`config.mk`:
```
export PLATFORM = sky130hd
export DESIGN_NAME = proc_mem_port_adapter_flat
export DESIGN_NICKNAME = d
export VERILOG_FILES = /design/src/rtl/proc_mem_port_adapter_if.sv /design/src/rtl/proc_mem_port_adapter.sv /design/src/flat_wrapper.sv
export SDC_FILE = /design/constraint.sdc
export NUM_CORES = 1
export LEC_CHECK = 0
export CAP_MARGIN = 30
export CORE_ASPECT_RATIO = 1.1
export CORE_UTILIZATION = 38
export DETAILED_ROUTE_END_ITERATION = 8
export PLACE_DENSITY = 0.73
export SYNTH_ARGS = -nofsm -noshare
export SYNTH_HDL_FRONTEND = slang
export SYNTH_SLANG_ARGS = --single-unit
```
`constraint.sdc`:
```
create_clock -name clk -period 4.4 [get_ports clk]
set_clock_uncertainty 0.1 [all_clocks]
set_input_delay 0.88 -clock clk [delete_from_list [all_inputs] [get_ports clk]]
set_output_delay 0.88 -clock clk [all_outputs]
set_load 0.03 [all_outputs]
```
`src/rtl/proc_mem_port_adapter_if.sv`:
```
// Signal bundle between a processor port, the port adapter and the memory bus.
// The slave modport is the adapter's view; master is the environment driving it.
interface proc_mem_port_adapter_if;
  logic        proc_val;
  logic        proc_type;
  logic [31:0] proc_addr;
  logic [31:0] proc_wdata;
  logic        proc_wait;
  logic [31:0] proc_rdata;
  logic        mem_req_val;
  logic        mem_req_rdy;
  logic        mem_req_type;
  logic [31:0] mem_req_addr;
  logic [31:0] mem_req_wdata;
  logic        mem_resp_val;
  logic        mem_resp_rdy;
  logic [31:0] mem_resp_rdata;

  modport slave (
    input  proc_val, proc_type, proc_addr, proc_wdata,
    input  mem_req_rdy, mem_resp_val, mem_resp_rdata,
    output proc_wait, proc_rdata,
    output mem_req_val, mem_req_type, mem_req_addr, mem_req_wdata, mem_resp_rdy
  );

  modport master (
    output proc_val, proc_type, proc_addr, proc_wdata,
    output mem_req_rdy, mem_resp_val, mem_resp_rdata,
    input  proc_wait, proc_rdata,
    input  mem_req_val, mem_req_type, mem_req_addr, mem_req_wdata, mem_resp_rdy
  );
endinterface

```
`src/rtl/proc_mem_port_adapter.sv`:
```
// Converts one stalling processor access into one val/rdy bus transaction,
// with an optional one-entry read buffer that completes repeated reads without a stall.
module proc_mem_port_adapter #(
  parameter bit EN_RDBUF = 1'b1
) (
  input logic                     clk,
  input logic                     rst_n,
  proc_mem_port_adapter_if.slave  bus
);

  typedef enum logic [1:0] {IDLE, REQ, RESP, DONE} state_t;

  state_t      state_q, state_d;
  logic        type_q;
  logic [31:0] addr_q, wdata_q, rdata_q;
  logic        buf_v;
  logic [31:0] buf_addr, buf_data;
  logic        hit, latch_req, wait_c;

  assign hit = EN_RDBUF && buf_v && bus.proc_val && !bus.proc_type &&
               (bus.proc_addr == buf_addr);

  assign bus.mem_req_type  = type_q;
  assign bus.mem_req_addr  = addr_q;
  assign bus.mem_req_wdata = wdata_q;
  // Forcing wait low under reset keeps the stall output at its reset value
  // even while the processor still holds proc_val.
  assign bus.proc_wait     = rst_n && wait_c;

  // NOTE: every output of this block gets a default first so no path infers a latch.
  always_comb begin
    state_d          = state_q;
    latch_req        = 1'b0;
    wait_c           = 1'b0;
    bus.proc_rdata   = '0;
    bus.mem_req_val  = 1'b0;
    bus.mem_resp_rdy = 1'b0;
    case (state_q)
      IDLE: begin
        if (bus.proc_val) begin
          if (hit) begin
            bus.proc_rdata = buf_data;
          end else begin
            wait_c    = 1'b1;
            latch_req = 1'b1;
            state_d   = REQ;
          end
        end
      end
      REQ: begin
        bus.mem_req_val = 1'b1;
        wait_c          = 1'b1;
        // Once the bus has taken the request it must complete, so acceptance wins.
        if (bus.mem_req_rdy)   state_d = RESP;
        else if (!bus.proc_val) state_d = IDLE;
      end
      RESP: begin
        bus.mem_resp_rdy = 1'b1;
        wait_c           = 1'b1;
        if (bus.mem_resp_val) state_d = DONE;
      end
      DONE: begin
        bus.proc_rdata = type_q ? 32'h0 : rdata_q;
        state_d        = IDLE;
      end
    endcase
  end

  // NOTE: sequential state uses non-blocking assignments so every register samples pre-edge values.
  always_ff @(posedge clk or negedge rst_n) begin
    if (!rst_n) begin
      state_q <= IDLE;
      type_q  <= 1'b0;
      addr_q  <= '0;
      wdata_q <= '0;
      rdata_q <= '0;
      buf_v   <= 1'b0;
    end else begin
      state_q <= state_d;
      if (latch_req) begin
        type_q  <= bus.proc_type;
        addr_q  <= bus.proc_addr;
        wdata_q <= bus.proc_wdata;
      end
      if (state_q == RESP && bus.mem_resp_val) rdata_q <= bus.mem_resp_rdata;
      if (EN_RDBUF && state_q == DONE && !type_q) buf_v <= 1'b1;
    end
  end

  // NOTE: buffer address/data are left unreset; buf_v alone qualifies their contents.
  always_ff @(posedge clk) begin
    if (state_q == DONE) begin
      if (!type_q) begin
        buf_addr <= addr_q;
        buf_data <= rdata_q;
      end else if (buf_v && addr_q == buf_addr) begin
        buf_data <= wdata_q;
      end
    end
  end

endmodule

```
`src/flat_wrapper.sv`:
```
// flat-port wrapper written by rule: the top's interface ports become plain ports
module proc_mem_port_adapter_flat 
#(
  parameter bit EN_RDBUF = 1'b1
)
  (clk, rst_n, bus_proc_val, bus_proc_type, bus_proc_addr, bus_proc_wdata, bus_mem_req_rdy, bus_mem_resp_val, bus_mem_resp_rdata, bus_proc_wait, bus_proc_rdata, bus_mem_req_val, bus_mem_req_type, bus_mem_req_addr, bus_mem_req_wdata, bus_mem_resp_rdy);
  proc_mem_port_adapter_if bus_i ();
  input logic clk;
  input logic rst_n;
  input wire logic [$bits(bus_i.proc_val)-1:0] bus_proc_val;
  input wire logic [$bits(bus_i.proc_type)-1:0] bus_proc_type;
  input wire logic [$bits(bus_i.proc_addr)-1:0] bus_proc_addr;
  input wire logic [$bits(bus_i.proc_wdata)-1:0] bus_proc_wdata;
  input wire logic [$bits(bus_i.mem_req_rdy)-1:0] bus_mem_req_rdy;
  input wire logic [$bits(bus_i.mem_resp_val)-1:0] bus_mem_resp_val;
  input wire logic [$bits(bus_i.mem_resp_rdata)-1:0] bus_mem_resp_rdata;
  output wire logic [$bits(bus_i.proc_wait)-1:0] bus_proc_wait;
  output wire logic [$bits(bus_i.proc_rdata)-1:0] bus_proc_rdata;
  output wire logic [$bits(bus_i.mem_req_val)-1:0] bus_mem_req_val;
  output wire logic [$bits(bus_i.mem_req_type)-1:0] bus_mem_req_type;
  output wire logic [$bits(bus_i.mem_req_addr)-1:0] bus_mem_req_addr;
  output wire logic [$bits(bus_i.mem_req_wdata)-1:0] bus_mem_req_wdata;
  output wire logic [$bits(bus_i.mem_resp_rdy)-1:0] bus_mem_resp_rdy;
  assign bus_i.proc_val = bus_proc_val;
  assign bus_i.proc_type = bus_proc_type;
  assign bus_i.proc_addr = bus_proc_addr;
  assign bus_i.proc_wdata = bus_proc_wdata;
  assign bus_i.mem_req_rdy = bus_mem_req_rdy;
  assign bus_i.mem_resp_val = bus_mem_resp_val;
  assign bus_i.mem_resp_rdata = bus_mem_resp_rdata;
  assign bus_proc_wait = bus_i.proc_wait;
  assign bus_proc_rdata = bus_i.proc_rdata;
  assign bus_mem_req_val = bus_i.mem_req_val;
  assign bus_mem_req_type = bus_i.mem_req_type;
  assign bus_mem_req_addr = bus_i.mem_req_addr;
  assign bus_mem_req_wdata = bus_i.mem_req_wdata;
  assign bus_mem_resp_rdy = bus_i.mem_resp_rdy;
  proc_mem_port_adapter #(.EN_RDBUF(EN_RDBUF)) u_core (.clk(clk), .rst_n(rst_n), .bus(bus_i));
endmodule
```
### Word level (Yosys, flattened, before mapping)

Index checks and enable logic that the tools add are counted.
W data, S select, Z words.

* register bits after elaboration: 164
* input bits: 102
* output and inout bits: 100
* word-level logic and storage cells: 51

* eq/ne operators: 10
* mux-type cells: 18
* bitwise gates (word level): 1
* reduce and logical (&&, ||, !) cells: 14

Operator list (number)
* $mux W32: 5
* $eq A32 B32 Y1: 2
* $pmux W32 S2: 1
* $mux W2: 5
* $ne A2 B2 Y1 const B: 4
* $pmux W2 S4: 1
* $logic_and A1 B1 Y1: 7
* $mux W1: 5
* $eq A2 B2 Y1 const B: 2
* $reduce_and A2 Y1: 2
* $reduce_and A4 Y1: 1
* $ne A3 B3 Y1 const B: 1
* $eq A2 B1 Y1 const B: 1
* $logic_not A1 Y1: 2
* $logic_not A2 Y1: 1
* $pmux W1 S2: 1
* $reduce_or A2 Y1: 1
* $not A1 Y1: 1

### Longest topological paths before layout

* depth in word-level cells: 7
* depth in mapped cells: 8
* depth with buffers taken out: 8

### Worst setup path after synthesis

No wires, ideal clock.

* kind: register to register
* start point: register u_core.addr_q[22], in the netlist u_core.bus.mem_req_addr[22]
* end point: register u_core.buf_data[0] (enable)
* setup time: 0.466 ns
* arrival time: 3.557 ns
* required time: 3.834 ns
* path slack: 0.277 ns
* stages on the path, launching flop included: 6
* buffers on the path: 0
* period minus slack after synthesis: 4.123 ns
* path through: dfrtp_1 -> xnor2_1 -> nand2_1 -> a2111oi_0 -> o2111ai_1 -> o21ai_0

* cells in the longest elaborated chain, start to end: 4

RTL lines
* from (decl): RTL line proc_mem_port_adapter.sv:15 `logic [31:0] addr_q, wdata_q, rdata_q;`
* from (signal assigned): RTL line proc_mem_port_adapter.sv:82 `addr_q <= bus.proc_addr;`
* $eq A32 B32 Y1: RTL line proc_mem_port_adapter.sv:96 `end else if (buf_v && addr_q == buf_addr) begin`
* $logic_and A1 B1 Y1: RTL line proc_mem_port_adapter.sv:96
* $ne A2 B2 Y1 (no line)
* $reduce_and A2 Y1 (no line)
* to (signal assigned): RTL line proc_mem_port_adapter.sv:95 `buf_data <= rdata_q;`
* to (signal assigned): RTL line proc_mem_port_adapter.sv:97 `buf_data <= wdata_q;`
* to (decl): RTL line proc_mem_port_adapter.sv:17 `logic [31:0] buf_addr, buf_data;`

No other way between the ends.
A chain may end at the register's enable or synchronous reset.

### Final worst setup path

* start point: input port bus_proc_addr[26]
* end point: output port bus_proc_rdata[14]

* cells in the longest elaborated chain, start to end: 5

RTL lines
* from (decl): RTL line flat_wrapper.sv:12 `input wire logic [$bits(bus_i.proc_addr)-1:0] bus_proc_addr;`
* $eq A32 B32 Y1: RTL line proc_mem_port_adapter.sv:21 `(bus.proc_addr == buf_addr);`
* $logic_and A1 B1 Y1: RTL line proc_mem_port_adapter.sv:20 `assign hit = EN_RDBUF && buf_v && bus.proc_val && !bus.proc_type &&`
* $mux W32: RTL line proc_mem_port_adapter.sv:41 `if (hit) begin`
* $mux W32: RTL line proc_mem_port_adapter.sv:40 `if (bus.proc_val) begin`
* $pmux W32 S2: RTL line proc_mem_port_adapter.sv:38 `case (state_q)`
* to (decl): RTL line flat_wrapper.sv:18 `output wire logic [$bits(bus_i.proc_rdata)-1:0] bus_proc_rdata;`

No other way between the ends.

==> flow_summary.ini <==
[layout]
number_of_standard_cells_in_the_final_layout_excluding_fillers = 943
layout-area-overhead-vs-synth_pct = 42.0
mostFrequentLayoutCell = sky130_fd_sc_hd__clkdlybuf4s50_1
final_nets = 794
antenna_cells = 0
layout.cells.most_common_list = 160 x sky130_fd_sc_hd__clkdlybuf4s50_1, 128 x sky130_fd_sc_hd__mux2_2, 99 x sky130_fd_sc_hd__dfrtp_1, 64 x sky130_fd_sc_hd__edfxtp_1, 43 x sky130_fd_sc_hd__buf_4
area_of_combinational_cells_with_multiple_inputs_um2 = 2690
regArea_um2 = 4430
fillCellCount = 1512
post_route_cells_drive_above_1_share_pct = 31.9
finish.instance_area_um2 = 10200

[cts]
cts-root-to-sink-buffers = 2
tritoncts.num_buffers = 17
cts_sinks = 164
tritoncts = built
clkSlewWorstSetupHoldPaths_ns = 0.06
clock_latency_ns = 0.43
clockRootBuffer = sky130_fd_sc_hd__clkbuf_16
cts_htree_levels = 4

[sta]
count_of_pins_over_their_slew_limit = 0
hold_viol = 0
slew_headroom_pct = 35.6
fin_setup_tns_ns = 0
setup_viol = 0
final_cycle_utilization_of_the_critical_path_pct = 98.0
timing.final.ws_setup_ns = 0.0866
achievable-frequency_ghz = 0.232
timing_worst_slew_pin_value_ns = 0.967
final_period_minus_worst_setup_slack_ns = 4.31

[yosys]
synth.lib_cells_used.distinct = 31
synth-warning-count = 0
syn_area_um2 = 7200
postSynthNetCount = 574
dominant_synthesized_flop_cell = sky130_fd_sc_hd__dfrtp_1
seq_area_frac_synth_pct = 61.5
synthesis.instances = 468
ys_seq_elements = 164
synth_edf_count = 64
synth-async-reset-ratio_pct = 61.0
synthesis.area_per_instance_um2 = 15.4

[worst_setup_path]
timing.setup.critical_path_class = input port to primary output
data_arrival_time_of_the_critical_path_ns = 3.33
critical_path.startpoint = bus_proc_addr[26]
crit_path_max_fanout = 8
r2r-start = u_core.buf_addr[14]
startpoint_type = input port
critPathCaptureType = primary output
worstPathRequired_ns = 3.42

[grt]
wire_length_of_the_first_global_routing_pass_um = 28500
antenna_found_initial = 0
grt_max_degree = 67
grt_util_all_layers_pct = 19.1
gr-total-overflow = 0
via_count_of_the_first_global_routing_pass = 5195

[drt]
per_cell_routed_wire_length_um = 19.7
drt-initial-drc-count = 156
wirelength_um = 18600
routed-via-count = 4774
detail_route.first_pass.iterations = 4
ant_nets = 0
detail_route.drc_violations = 0
via_per_inst = 5.06

[placed_design]
i_o_buffers = 201
place_inst = 905
placedInstanceArea_um2 = 9440
pre_cts_slack_ns = -0.00138
gp_congestion = 0.818
place_hpwl_um = 12400

[power_and_ir_drop]
worst_ir_drop_vdd_v = 0.000391
p_leak_nw = 4.06
power_per_cell_area_nw_per_um2 = 713

[floorplan]
placement_row_count = 52
die-height_um = 146
floorplan.core_area_um2 = 18500
die-area_um2 = 19500
initial_core_util_pct = 39.0
floorplan.io_pins = 202
die_w_um = 133

[hold_path]
hold_path_class = flip-flop to flip-flop
min_delay_startpoint = u_core.bus.mem_req_addr[28]

[job]
cap_violations = 0

[outcome]
run_status = finished clean
through the flow:
| step | power [mW] | hold WS (ns) | utilization (%) |
|---|---|---|---|
| final | 7.29 | 0.390 | 55.3 |
| after global routing | 7.66 | 0.408 | 55.3 |
| after CTS | 7.35 | 0.388 | 54.4 |
| after detailed placement | 5.81 | 0.361 | 51.1 |
| after global placement | 5.72 | 0.374 | 51.1 |
| after floorplan | 4.60 | 0.358 | - |
power breakdown:
group / internal, mW / switching (mW)
registers: 2.28 / 0.484
logic: 1.50 / 1.51
clock network: 0.934 / 0.593
total: 4.71 / 2.58
repair_timing:
item                                   CTS  global route
setup buffers                            0             4
endpoints found under the hold margin    0             0
gates resized for setup                  1            20
pin swaps                                0             6
gates cloned                             0             3
hold buffers                             0             0
setup endpoints to repair                2            32
critical path, stage by stage:
cell                              delay [ns]
sky130_fd_sc_hd__clkdlybuf4s50_1        0.46
sky130_fd_sc_hd__xor2_1                 0.20
sky130_fd_sc_hd__nor4_1                 0.33
sky130_fd_sc_hd__nand4_1                0.16
sky130_fd_sc_hd__or4_4                  0.47
sky130_fd_sc_hd__nor3_4                 0.22
sky130_fd_sc_hd__buf_6                  0.15
sky130_fd_sc_hd__clkbuf_16              0.16
sky130_fd_sc_hd__a22o_1                 0.16
sky130_fd_sc_hd__buf_6                  0.14
cell usage after synthesis, types with 4 or more instances:
| cell | count | share of area, % |
|---|---|---|
| sky130_fd_sc_hd__xor2_1 | 41 | 5.0 |
| sky130_fd_sc_hd__a22o_1 | 32 | 3.9 |
| sky130_fd_sc_hd__inv_1 | 5 | 0.26 |
| sky130_fd_sc_hd__buf_6 | 6 | 0.94 |
| sky130_fd_sc_hd__nor4_1 | 10 | 0.87 |
| sky130_fd_sc_hd__buf_1 | 5 | 0.26 |
| sky130_fd_sc_hd__dfrtp_1 | 100 | 35 |
| sky130_fd_sc_hd__clkbuf_1 | 8 | 0.42 |
| sky130_fd_sc_hd__nand4_1 | 6 | 0.52 |
| sky130_fd_sc_hd__ha_1 | 4 | 0.70 |
| sky130_fd_sc_hd__nand2_1 | 12 | 0.63 |
| sky130_fd_sc_hd__xnor2_1 | 22 | 2.7 |
| sky130_fd_sc_hd__edfxtp_1 | 64 | 27 |
| sky130_fd_sc_hd__mux2_2 | 128 | 20 |
cell families after synthesis:
group / share of synthesized area (%)
DFF: 61.5
muxes: 20.2
adders and majority gates: 0.695
xor gates and xnor gates: 7.67
buffers and inverters: 1.98
AOI/OAI and AO/OA: 4.78
and+or+nand+nor: 3.25
layer usage:
metal | global-route usage, % | vias up | routed length [µm]
li1 | - | 2191 | -
met1 | 23.1 | 2352 | 7600
met2 | 31.2 | 195 | 9090
met3 | 6.32 | 36 | 1360
met4 | 8.01 | 0 | 510
met5 | 0 | - | 0
area by class of cell:
type / instances / area share (%)
clock buffer: 22 / 4.64
timing repair buffer: 221 / 21.3
clock inverter: 9 / 1.27
sequential: 164 / 43.3
inverter: 5 / 0.184
tap: 243 / 2.97
multi-input combinational: 279 / 26.4
flip-flops by register name, indices dropped and copies added, names as in the netlist, named ones only:
| signal | cells |
|---|---|
| u_core.buf_data | 32 |
| u_core.bus.mem_req_type | 1 |
| u_core.state_q | 1 |
| u_core.bus.mem_req_addr | 32 |
| u_core.buf_addr | 32 |
| u_core.buf_v | 1 |
| u_core.rdata_q | 32 |
| u_core.bus.mem_req_wdata | 32 |
path summary, 6_finish.rpt:
check                                                    end  slack (ns)  cells past startpoint
min in group asynchronous         u_core.bus.mem_req_addr[3]        0.51                      2
worst max-delay path                      bus_proc_rdata[14]        0.09                     10
worst min register to register           u_core.buf_addr[28]        0.39                      0
max in group asynchronous       u_core.bus.mem_req_wdata[18]        2.58                      3
worst max register to register   u_core.bus.mem_req_wdata[2]        1.45                      9
worst min-delay path                     u_core.buf_addr[28]        0.39                      0
Note: power is estimated with default switching activity, not from simulation.
